**src/rtl/ex_pkg.sv**
```systemverilog
// Shared execute-stage definitions: op codes, FSM state encoding and op-class helpers.
package ex_pkg;

    localparam int OP_W = 6;

    localparam logic [OP_W-1:0] OP_NOP    = 6'd0;
    localparam logic [OP_W-1:0] OP_ADD    = 6'd1;
    localparam logic [OP_W-1:0] OP_SUB    = 6'd2;
    localparam logic [OP_W-1:0] OP_SLL    = 6'd3;
    localparam logic [OP_W-1:0] OP_SLT    = 6'd4;
    localparam logic [OP_W-1:0] OP_SLTU   = 6'd5;
    localparam logic [OP_W-1:0] OP_XOR    = 6'd6;
    localparam logic [OP_W-1:0] OP_SRL    = 6'd7;
    localparam logic [OP_W-1:0] OP_SRA    = 6'd8;
    localparam logic [OP_W-1:0] OP_OR     = 6'd9;
    localparam logic [OP_W-1:0] OP_AND    = 6'd10;
    localparam logic [OP_W-1:0] OP_ADDI   = 6'd11;
    localparam logic [OP_W-1:0] OP_SLTI   = 6'd12;
    localparam logic [OP_W-1:0] OP_SLTIU  = 6'd13;
    localparam logic [OP_W-1:0] OP_XORI   = 6'd14;
    localparam logic [OP_W-1:0] OP_ORI    = 6'd15;
    localparam logic [OP_W-1:0] OP_ANDI   = 6'd16;
    localparam logic [OP_W-1:0] OP_SLLI   = 6'd17;
    localparam logic [OP_W-1:0] OP_SRLI   = 6'd18;
    localparam logic [OP_W-1:0] OP_SRAI   = 6'd19;
    localparam logic [OP_W-1:0] OP_LUI    = 6'd20;
    localparam logic [OP_W-1:0] OP_AUIPC  = 6'd21;
    localparam logic [OP_W-1:0] OP_JAL    = 6'd22;
    localparam logic [OP_W-1:0] OP_JALR   = 6'd23;
    localparam logic [OP_W-1:0] OP_BEQ    = 6'd24;
    localparam logic [OP_W-1:0] OP_BNE    = 6'd25;
    localparam logic [OP_W-1:0] OP_BLT    = 6'd26;
    localparam logic [OP_W-1:0] OP_BGE    = 6'd27;
    localparam logic [OP_W-1:0] OP_BLTU   = 6'd28;
    localparam logic [OP_W-1:0] OP_BGEU   = 6'd29;
    localparam logic [OP_W-1:0] OP_LB     = 6'd30;
    localparam logic [OP_W-1:0] OP_LH     = 6'd31;
    localparam logic [OP_W-1:0] OP_LW     = 6'd32;
    localparam logic [OP_W-1:0] OP_LBU    = 6'd33;
    localparam logic [OP_W-1:0] OP_LHU    = 6'd34;
    localparam logic [OP_W-1:0] OP_SB     = 6'd35;
    localparam logic [OP_W-1:0] OP_SH     = 6'd36;
    localparam logic [OP_W-1:0] OP_SW     = 6'd37;
    localparam logic [OP_W-1:0] OP_MUL    = 6'd38;
    localparam logic [OP_W-1:0] OP_MULH   = 6'd39;
    localparam logic [OP_W-1:0] OP_MULHSU = 6'd40;
    localparam logic [OP_W-1:0] OP_MULHU  = 6'd41;
    localparam logic [OP_W-1:0] OP_DIV    = 6'd42;
    localparam logic [OP_W-1:0] OP_DIVU   = 6'd43;
    localparam logic [OP_W-1:0] OP_REM    = 6'd44;
    localparam logic [OP_W-1:0] OP_REMU   = 6'd45;

    typedef enum logic [1:0] {
        ST_IDLE = 2'd0,
        ST_MUL  = 2'd1,
        ST_DIV  = 2'd2,
        ST_DONE = 2'd3
    } ex_fsm_e;

    function automatic logic is_muldiv_op(input logic [OP_W-1:0] op);
        return (op >= OP_MUL) && (op <= OP_REMU);
    endfunction

    function automatic logic is_div_op(input logic [OP_W-1:0] op);
        return (op >= OP_DIV) && (op <= OP_REMU);
    endfunction

endpackage

```
**src/rtl/ex_muldiv_iter.sv**
```systemverilog
// Iterative multiply/divide: one bit per cycle on operand magnitudes, sign restored at the output.
module ex_muldiv_iter
    import ex_pkg::*;
#(
    parameter int XLEN = 32
) (
    input  logic              clk,
    input  logic              rst_n,
    input  logic              en,
    input  logic              start,
    input  logic              abort,
    input  logic [OP_W-1:0]   op,
    input  logic [XLEN-1:0]   rs1,
    input  logic [XLEN-1:0]   rs2,
    output logic              done,
    output logic [XLEN-1:0]   result
);

    localparam int CNT_W = $clog2(XLEN);

    logic              active_q, active_d;
    logic              done_q, done_d;
    logic [CNT_W-1:0]  cnt_q, cnt_d;
    logic              div_q, div_d;
    logic              sel_q, sel_d;        // high half for MULH*, remainder for REM*
    logic              neg_q, neg_d;        // negate product / quotient
    logic              rneg_q, rneg_d;      // negate remainder
    logic              zero_q, zero_d;      // divide by zero
    logic [XLEN-1:0]   dividend_q, dividend_d;
    logic [2*XLEN-1:0] acc_q, acc_d;        // product accumulator or partial remainder
    logic [2*XLEN-1:0] mcand_q, mcand_d;    // shifting multiplicand
    logic [XLEN-1:0]   shr_q, shr_d;        // multiplier bits, or dividend shifting into quotient
    logic [XLEN-1:0]   divisor_q, divisor_d;

    logic              a_signed, b_signed, a_neg, b_neg;
    logic [XLEN-1:0]   a_mag, b_mag;
    logic [XLEN:0]     trial;
    logic [2*XLEN-1:0] prod;
    logic [XLEN-1:0]   quo, rem;

    // Operand decode, magnitude setup and one shift-add / restoring-subtract step per enabled cycle
    always_comb begin
        active_d   = active_q;
        done_d     = done_q;
        cnt_d      = cnt_q;
        div_d      = div_q;
        sel_d      = sel_q;
        neg_d      = neg_q;
        rneg_d     = rneg_q;
        zero_d     = zero_q;
        dividend_d = dividend_q;
        acc_d      = acc_q;
        mcand_d    = mcand_q;
        shr_d      = shr_q;
        divisor_d  = divisor_q;

        a_signed = (op == OP_MULH) || (op == OP_MULHSU) || (op == OP_DIV) || (op == OP_REM);
        b_signed = (op == OP_MULH) || (op == OP_DIV) || (op == OP_REM);
        a_neg    = a_signed & rs1[XLEN-1];
        b_neg    = b_signed & rs2[XLEN-1];
        a_mag    = a_neg ? -rs1 : rs1;
        b_mag    = b_neg ? -rs2 : rs2;

        trial = {acc_q[XLEN-1:0], shr_q[XLEN-1]} - {1'b0, divisor_q};

        if (en) begin
            if (abort) begin
                active_d = 1'b0;
                done_d   = 1'b0;
            end else if (start) begin
                active_d   = 1'b1;
                done_d     = 1'b0;
                cnt_d      = '0;
                div_d      = is_div_op(op);
                sel_d      = (op == OP_MULH) || (op == OP_MULHSU) || (op == OP_MULHU) ||
                             (op == OP_REM)  || (op == OP_REMU);
                neg_d      = a_neg ^ b_neg;
                rneg_d     = a_neg;
                zero_d     = (rs2 == '0);
                dividend_d = rs1;
                acc_d      = '0;
                mcand_d    = {{XLEN{1'b0}}, a_mag};
                shr_d      = is_div_op(op) ? a_mag : b_mag;
                divisor_d  = b_mag;
            end else if (active_q) begin
                if (div_q) begin
                    acc_d = '0;
                    if (!trial[XLEN]) begin
                        acc_d[XLEN-1:0] = trial[XLEN-1:0];
                        shr_d           = {shr_q[XLEN-2:0], 1'b1};
                    end else begin
                        acc_d[XLEN-1:0] = {acc_q[XLEN-2:0], shr_q[XLEN-1]};
                        shr_d           = {shr_q[XLEN-2:0], 1'b0};
                    end
                end else begin
                    if (shr_q[0]) begin
                        acc_d = acc_q + mcand_q;
                    end
                    mcand_d = mcand_q << 1;
                    shr_d   = shr_q >> 1;
                end
                cnt_d = cnt_q + CNT_W'(1);
                if (cnt_q == CNT_W'(XLEN-1)) begin
                    active_d = 1'b0;
                    done_d   = 1'b1;
                end
            end
        end
    end

    // Sign fix-up and special cases (divide by zero) applied to the finished magnitudes
    always_comb begin
        prod = neg_q ? -acc_q : acc_q;
        quo  = neg_q ? -shr_q : shr_q;
        rem  = rneg_q ? -acc_q[XLEN-1:0] : acc_q[XLEN-1:0];
        if (zero_q) begin
            quo = '1;
            rem = dividend_q;
        end
        if (div_q) begin
            result = sel_q ? rem : quo;
        end else begin
            result = sel_q ? prod[2*XLEN-1:XLEN] : prod[XLEN-1:0];
        end
    end

    assign done = done_q;

    // Iteration state register
    always_ff @(posedge clk or negedge rst_n) begin
        if (!rst_n) begin
            active_q   <= 1'b0;
            done_q     <= 1'b0;
            cnt_q      <= '0;
            div_q      <= 1'b0;
            sel_q      <= 1'b0;
            neg_q      <= 1'b0;
            rneg_q     <= 1'b0;
            zero_q     <= 1'b0;
            dividend_q <= '0;
            acc_q      <= '0;
            mcand_q    <= '0;
            shr_q      <= '0;
            divisor_q  <= '0;
        end else begin
            active_q   <= active_d;
            done_q     <= done_d;
            cnt_q      <= cnt_d;
            div_q      <= div_d;
            sel_q      <= sel_d;
            neg_q      <= neg_d;
            rneg_q     <= rneg_d;
            zero_q     <= zero_d;
            dividend_q <= dividend_d;
            acc_q      <= acc_d;
            mcand_q    <= mcand_d;
            shr_q      <= shr_d;
            divisor_q  <= divisor_d;
        end
    end

endmodule

```
**src/rtl/ex_stage_pipe.sv**
```systemverilog
// RV32I/M execute stage: single-cycle ALU, iterative M unit, registered result with valid/ready.
module ex_stage_pipe
    import ex_pkg::*;
#(
    parameter int XLEN      = 32,
    parameter int REG_AW    = 5,
    parameter int MULDIV_EN = 1
) (
    input  logic              clk,
    input  logic              rst_n,
    input  logic              rdy,
    input  logic              flush,
    input  logic              in_valid,
    output logic              in_ready,
    input  logic [XLEN-1:0]   in_pc,
    input  logic [XLEN-1:0]   in_reg1,
    input  logic [XLEN-1:0]   in_reg2,
    input  logic [XLEN-1:0]   in_imm,
    input  logic [REG_AW-1:0] in_rd,
    input  logic [OP_W-1:0]   in_op,
    output logic              out_valid,
    input  logic              out_ready,
    output logic [OP_W-1:0]   out_op,
    output logic [REG_AW-1:0] out_rd_addr,
    output logic [XLEN-1:0]   out_rd_data,
    output logic [XLEN-1:0]   out_mem_addr,
    output logic [XLEN-1:0]   out_st_data,
    output logic              jump_valid,
    output logic [XLEN-1:0]   jump_target,
    output logic              busy
);

    localparam int SH_W = (XLEN == 64) ? 6 : 5;

    ex_fsm_e           state_q, state_d;
    logic              out_valid_q, out_valid_d;
    logic [OP_W-1:0]   out_op_q, out_op_d;
    logic [REG_AW-1:0] rd_addr_q, rd_addr_d;
    logic [XLEN-1:0]   rd_data_q, rd_data_d;
    logic [XLEN-1:0]   mem_addr_q, mem_addr_d;
    logic [XLEN-1:0]   st_data_q, st_data_d;
    logic              jump_valid_q, jump_valid_d;
    logic [XLEN-1:0]   jump_target_q, jump_target_d;
    logic [REG_AW-1:0] m_rd_q, m_rd_d;
    logic [OP_W-1:0]   m_op_q, m_op_d;

    logic              accept;
    logic              mdu_start, mdu_abort, mdu_done;
    logic [XLEN-1:0]   mdu_result;

    logic [OP_W-1:0]   alu_op;
    logic [REG_AW-1:0] alu_rd;
    logic [XLEN-1:0]   alu_res, alu_mem, alu_st, alu_tgt;
    logic              alu_jmp;
    logic [XLEN-1:0]   sum_ri, pc_imm, pc4;
    logic [SH_W-1:0]   shamt_r, shamt_i;

    assign busy     = (state_q != ST_IDLE);
    assign in_ready = rst_n & rdy & ~flush & ~busy & ~jump_valid_q & (~out_valid_q | out_ready);
    assign accept   = in_valid & in_ready;

    // Single-cycle result, writeback address and redirect for the op on the inputs
    always_comb begin
        alu_op  = in_op;
        alu_rd  = in_rd;
        alu_res = '0;
        alu_mem = '0;
        alu_st  = '0;
        alu_jmp = 1'b0;
        alu_tgt = '0;
        sum_ri  = in_reg1 + in_imm;
        pc_imm  = in_pc + in_imm;
        pc4     = in_pc + XLEN'(4);
        shamt_r = in_reg2[SH_W-1:0];
        shamt_i = in_imm[SH_W-1:0];
        case (in_op)
            OP_ADD:   alu_res = in_reg1 + in_reg2;
            OP_SUB:   alu_res = in_reg1 - in_reg2;
            OP_SLL:   alu_res = in_reg1 << shamt_r;
            OP_SLT:   alu_res = XLEN'($signed(in_reg1) < $signed(in_reg2));
            OP_SLTU:  alu_res = XLEN'(in_reg1 < in_reg2);
            OP_XOR:   alu_res = in_reg1 ^ in_reg2;
            OP_SRL:   alu_res = in_reg1 >> shamt_r;
            OP_SRA:   alu_res = $signed(in_reg1) >>> shamt_r;
            OP_OR:    alu_res = in_reg1 | in_reg2;
            OP_AND:   alu_res = in_reg1 & in_reg2;
            OP_ADDI:  alu_res = sum_ri;
            OP_SLTI:  alu_res = XLEN'($signed(in_reg1) < $signed(in_imm));
            OP_SLTIU: alu_res = XLEN'(in_reg1 < in_imm);
            OP_XORI:  alu_res = in_reg1 ^ in_imm;
            OP_ORI:   alu_res = in_reg1 | in_imm;
            OP_ANDI:  alu_res = in_reg1 & in_imm;
            OP_SLLI:  alu_res = in_reg1 << shamt_i;
            OP_SRLI:  alu_res = in_reg1 >> shamt_i;
            OP_SRAI:  alu_res = $signed(in_reg1) >>> shamt_i;
            OP_LUI:   alu_res = in_imm;
            OP_AUIPC: alu_res = pc_imm;
            OP_JAL: begin
                alu_res = pc4;
                alu_jmp = 1'b1;
                alu_tgt = pc_imm;
            end
            OP_JALR: begin
                alu_res = pc4;
                alu_jmp = 1'b1;
                alu_tgt = sum_ri & ~XLEN'(1);
            end
            OP_BEQ, OP_BNE, OP_BLT, OP_BGE, OP_BLTU, OP_BGEU: begin
                alu_rd  = '0;
                alu_tgt = pc_imm;
                case (in_op)
                    OP_BEQ:  alu_jmp = (in_reg1 == in_reg2);
                    OP_BNE:  alu_jmp = (in_reg1 != in_reg2);
                    OP_BLT:  alu_jmp = ($signed(in_reg1) <  $signed(in_reg2));
                    OP_BGE:  alu_jmp = ($signed(in_reg1) >= $signed(in_reg2));
                    OP_BLTU: alu_jmp = (in_reg1 <  in_reg2);
                    default: alu_jmp = (in_reg1 >= in_reg2);
                endcase
            end
            OP_LB, OP_LH, OP_LW, OP_LBU, OP_LHU: alu_mem = sum_ri;
            OP_SB, OP_SH, OP_SW: begin
                alu_rd  = '0;
                alu_mem = sum_ri;
                alu_st  = in_reg2;
            end
            default: begin
                // NOP, unknown codes and M ops with the M unit disabled retire as a NOP
                alu_op = OP_NOP;
                alu_rd = '0;
            end
        endcase
    end

    // Result register, redirect pulse and M-unit FSM: flush beats accept beats hold; rdy=0 freezes all
    always_comb begin
        state_d       = state_q;
        out_valid_d   = out_valid_q;
        out_op_d      = out_op_q;
        rd_addr_d     = rd_addr_q;
        rd_data_d     = rd_data_q;
        mem_addr_d    = mem_addr_q;
        st_data_d     = st_data_q;
        jump_valid_d  = jump_valid_q;
        jump_target_d = jump_target_q;
        m_rd_d        = m_rd_q;
        m_op_d        = m_op_q;
        mdu_start     = 1'b0;
        mdu_abort     = 1'b0;
        if (rdy) begin
            jump_valid_d = 1'b0;
            if (flush) begin
                out_valid_d = 1'b0;
                out_op_d    = OP_NOP;
                state_d     = ST_IDLE;
                mdu_abort   = 1'b1;
            end else begin
                if (out_valid_q && out_ready) begin
                    out_valid_d = 1'b0;
                    out_op_d    = OP_NOP;
                    if (state_q == ST_DONE) begin
                        state_d = ST_IDLE;
                    end
                end
                if (accept) begin
                    if ((MULDIV_EN != 0) && is_muldiv_op(in_op)) begin
                        mdu_start = 1'b1;
                        state_d   = is_div_op(in_op) ? ST_DIV : ST_MUL;
                        m_rd_d    = in_rd;
                        m_op_d    = in_op;
                    end else begin
                        out_valid_d  = 1'b1;
                        out_op_d     = alu_op;
                        rd_addr_d    = alu_rd;
                        rd_data_d    = alu_res;
                        mem_addr_d   = alu_mem;
                        st_data_d    = alu_st;
                        jump_valid_d = alu_jmp;
                        if (alu_jmp) begin
                            jump_target_d = alu_tgt;
                        end
                    end
                end
                if (((state_q == ST_MUL) || (state_q == ST_DIV)) && mdu_done) begin
                    out_valid_d = 1'b1;
                    out_op_d    = m_op_q;
                    rd_addr_d   = m_rd_q;
                    rd_data_d   = mdu_result;
                    mem_addr_d  = '0;
                    st_data_d   = '0;
                    state_d     = ST_DONE;
                end
            end
        end
    end

    // Stage state register
    always_ff @(posedge clk or negedge rst_n) begin
        if (!rst_n) begin
            state_q       <= ST_IDLE;
            out_valid_q   <= 1'b0;
            out_op_q      <= OP_NOP;
            rd_addr_q     <= '0;
            rd_data_q     <= '0;
            mem_addr_q    <= '0;
            st_data_q     <= '0;
            jump_valid_q  <= 1'b0;
            jump_target_q <= '0;
            m_rd_q        <= '0;
            m_op_q        <= OP_NOP;
        end else begin
            state_q       <= state_d;
            out_valid_q   <= out_valid_d;
            out_op_q      <= out_op_d;
            rd_addr_q     <= rd_addr_d;
            rd_data_q     <= rd_data_d;
            mem_addr_q    <= mem_addr_d;
            st_data_q     <= st_data_d;
            jump_valid_q  <= jump_valid_d;
            jump_target_q <= jump_target_d;
            m_rd_q        <= m_rd_d;
            m_op_q        <= m_op_d;
        end
    end

    ex_muldiv_iter #(.XLEN(XLEN)) u_muldiv (
        .clk    (clk),
        .rst_n  (rst_n),
        .en     (rdy),
        .start  (mdu_start),
        .abort  (mdu_abort),
        .op     (in_op),
        .rs1    (in_reg1),
        .rs2    (in_reg2),
        .done   (mdu_done),
        .result (mdu_result)
    );

    assign out_valid    = out_valid_q;
    assign out_op       = out_op_q;
    assign out_rd_addr  = rd_addr_q;
    assign out_rd_data  = rd_data_q;
    assign out_mem_addr = mem_addr_q;
    assign out_st_data  = st_data_q;
    assign jump_valid   = jump_valid_q;
    assign jump_target  = jump_target_q;

endmodule

```
**config.mk**
```make
export PLATFORM = sky130hd
export DESIGN_NAME = ex_stage_pipe
export DESIGN_NICKNAME = d
export VERILOG_FILES = /design/src/rtl/ex_pkg.sv /design/src/rtl/ex_muldiv_iter.sv /design/src/rtl/ex_stage_pipe.sv
export SDC_FILE = /design/constraint.sdc
export NUM_CORES = 2
export LEC_CHECK = 0
export CORE_AREA = 2 2 351 353
export DETAILED_ROUTE_END_ITERATION = 8
export DIE_AREA = 0 0 353 355
export PLACE_DENSITY = 0.52
export SLEW_MARGIN = 20
export SYNTH_ARGS = -nofsm -noshare
export SYNTH_HDL_FRONTEND = slang
export SYNTH_HIERARCHICAL = 1
export SYNTH_SLANG_ARGS = --single-unit
```
**constraint.sdc**
```tcl
create_clock -name clk -period 11.7 [get_ports clk]
set_input_delay 1.755 -clock clk [delete_from_list [all_inputs] [get_ports clk]]
set_output_delay 1.755 -clock clk [all_outputs]
set_load 0.1 [all_outputs]
```
==> results.yml <==
synth:
  synth_top_area_share_pct: 21.85
  synthesis.instances: 5978
  synth_area_um2: 44670
  syn_avg_cell_area_um2: 7.472
  yosysTopAreaCell: "dfrtp_1"
  synth_flop_cell: "dfrtp_1"
  yosys-top-cells-count: "nand2_1, a21oi_1, o21ai_0, nor2_1, dfrtp_1"
  synth_edf_count: 0
  ys_seq_area_share_pct: 21.85
  synth_cell_types: 100
  synthArstFlopShare_pct: 100.0
  yosys_warnings: 6
  yosysMostFrequentCell: "nand2_1"
  yosys_register_bits: 390
  synthTopCellsByArea: "dfrtp_1, ha_1, mux2i_1"
  syn-num-nets: 6391
floorplanning:
  dieHeight_um: 355
  dieArea_um2: 125300
  rows: 128
  initial_core_util_pct: 36.79
  pin_count: 288
  coreArea_um2: 121400
  die_w_um: 353
global_routing:
  antenna_found_initial: 18
  grtUsageTotal_pct: 40.43
  grt-ovfl-total: 0
  grt_start_max_net_pins: 78
  grt_pass1_vias: 46032
  grt_pass1_wl_um: 365500
timing:
  slew_viol_final: 0
  grt_setup_unrepaired: "no"
  final-setup-viol-count: 0
  max_freq_mhz: 130.9
  skew_ps: 61.90
  hold_violations: 0
  finalCritPeriodShare_pct: 65.30
  setup-tns-final_ps: 0
  worst_pin_slew_ps: 1191
  slew_headroom_pct: 20.33
  fin_crit_ps: 7640
final_layout:
  nets: 6507
  areaGrowthSynthToFinish_pct: 15.28
  post-route-util_pct: 42.42
  final_layout_size_suffix_gt1_share_pct: 7.593
clock_tree:
  clk_pin_slew_ps: 60
  cts-resized-gates: 0
  post_cts.repair.setup_buffers: 0
  clk_latency_ps: 710
  clock_sinks: 390
  tritoncts: "yes"
  cts_made_buffers: 52
  clock-root-buffer: "clkbuf_16"
  clk_path_buf_depth: 3
  htree_levels: 2
  postCtsHoldBufs: 0
drt:
  wl_per_cell_um: 34.02
  wirelength_um: 264300
  drtIter0Drc: 8052
  vias: 50974
  drc: 3
  ant_nets: 0
  via_per_inst: 6.561
  dr.pass1.iters: 9
setup_path:
  cpMostUsedCell: "buf_4"
  critical_path.slowest_cell: "nor2_1"
  required_ps: 12340
  path_buf_inv: 7
  worstPathCellList: "clkdlybuf4s50_1, buf_4, a21bo_2, a211oi_1, nand3_1, clkinv_2, inv_2, buf_4, a21oi_1, o31ai_4, buf_4, nor2_1, nand2_1, buf_4, nor2_1, nand2_1, mux2_2, nand2_1"
  crit_type: "in -> reg"
  cpLargestDelayFamily: "buffers and inverters"
  end_kind: "flip-flop"
  r2r_slack_ps: 4920
  max_stage_delay_ps: 850
  crit_fanout: 67
  setup.worst_path.start_class: "primary input"
  cp.arrival_ps: 8280
power_and_ir_drop:
  cellPowerDensity_nw_per_um2: 136.9
  p_leak_nw: 21.63
  peakVddDrop_uv: 180.5
  p_total_mw: 7.051
outcome:
  violations: "design-rule violations"
  outcome: "finished, violations left"
run:
  cap_violations: 0
placed_design:
  place_hpwl_um: 202900
  place_congestion: 1.085
  numPortBuffers: 287
worst_hold_path:
  hold_path.class: "reg -> reg"
[worst min-delay path, stage by stage, from the launching register on]
cell	delay, ps
dfrtp_1	340
nand2_1	50
nand2_1	60
[registers in the layout (all words and copies together), names as in the netlist, 6 cells and up]
signal	cells
u_muldiv/divisor_q	32
out_st_data	32
u_muldiv/mcand_q	64
m_op_q	6
out_rd_data	32
u_muldiv/shr_q	32
out_op	6
u_muldiv/dividend_q	32
jump_target	32
u_muldiv/acc_q	64
out_mem_addr	32
[final cells by class]
class                           count  area (um2)
Sequential cell                   390        9767
Antenna cell                        7       17.52
Inverter                          218       819.5
Timing Repair Buffer              499        4449
Multi-Input combinational cell   4933       32570
Clock inverter                     34       460.4
Clock buffer                       63        1373
Tap cell                         1625        2033
Fill cell                       12638       69900
[stage by stage]
step	hold WS [ps]	setup slack [ps]	area, um2	instances
2_1_floorplan	435.4	6245	44670	5978
3_3_place_gp	452.9	3485	49620	7663
3_5_place_dp	462.2	3492	49620	7663
4_1_cts	478.9	4208	51450	7760
5_1_grt	496.6	3718	51470	7762
6_report	479.0	4060	51490	7769
[cells in the final DEF (no fill, tap or decap), drive strengths merged, types with 217 or more instances in the layout]
| cell type | count |
|---|---|
| a21oi | 530 |
| buf | 217 |
| clkdlybuf4s50 | 281 |
| dfrtp | 390 |
| ha | 262 |
| inv | 221 |
| mux2i | 316 |
| nand2 | 789 |
| nor2 | 426 |
| o21ai | 530 |
[where the power goes]
part / leakage (nW) / internal, mW / switching, mW / total, mW
registers: 5.36 / 1.48 / 0.210 / 1.69
logic: 15.4 / 1.18 / 2.38 / 3.56
clock network: 0.884 / 1.03 / 0.774 / 1.80
total: 21.6 / 3.69 / 3.36 / 7.05
[layer usage]
metal / up-vias / GRT usage (%) / part of all wire [%]
met5: - / 0 / 0.037
met4: 16 / 19.38 / 5.8
met3: 610 / 11.90 / 12
met2: 3150 / 55.61 / 39
met1: 25031 / 57.18 / 43
li1: 22167 / - / -
[logic make-up (layout without fill, tap and decap cells)]
logic type	Yosys count	count (layout)	synth area share (%)
xor+xnor	388	388	7.608
flops	390	390	21.85
buf+inv	655	814	5.723
fa+ha+maj	268	268	7.608
mux	371	371	8.774
other cells	0	7	0
compound gates	1977	1977	28.42
simple gates	1929	1929	20.01
[path summary, 6_finish.rpt]
kind,from,to,cells after the start
setup / recovery,in_op[3],u_muldiv/acc_q[31],18
hold / removal,u_muldiv/dividend_q[30],u_muldiv/dividend_q[30],2
setup reg to reg,u_muldiv/acc_q[13],out_rd_data[29],16
hold reg to reg,u_muldiv/dividend_q[30],u_muldiv/dividend_q[30],2
max in group asynchronous,rst_n,u_muldiv/mcand_q[43],4
min in group asynchronous,rst_n,u_muldiv/acc_q[3],1
Note: power is estimated with default switching activity, not from simulation.
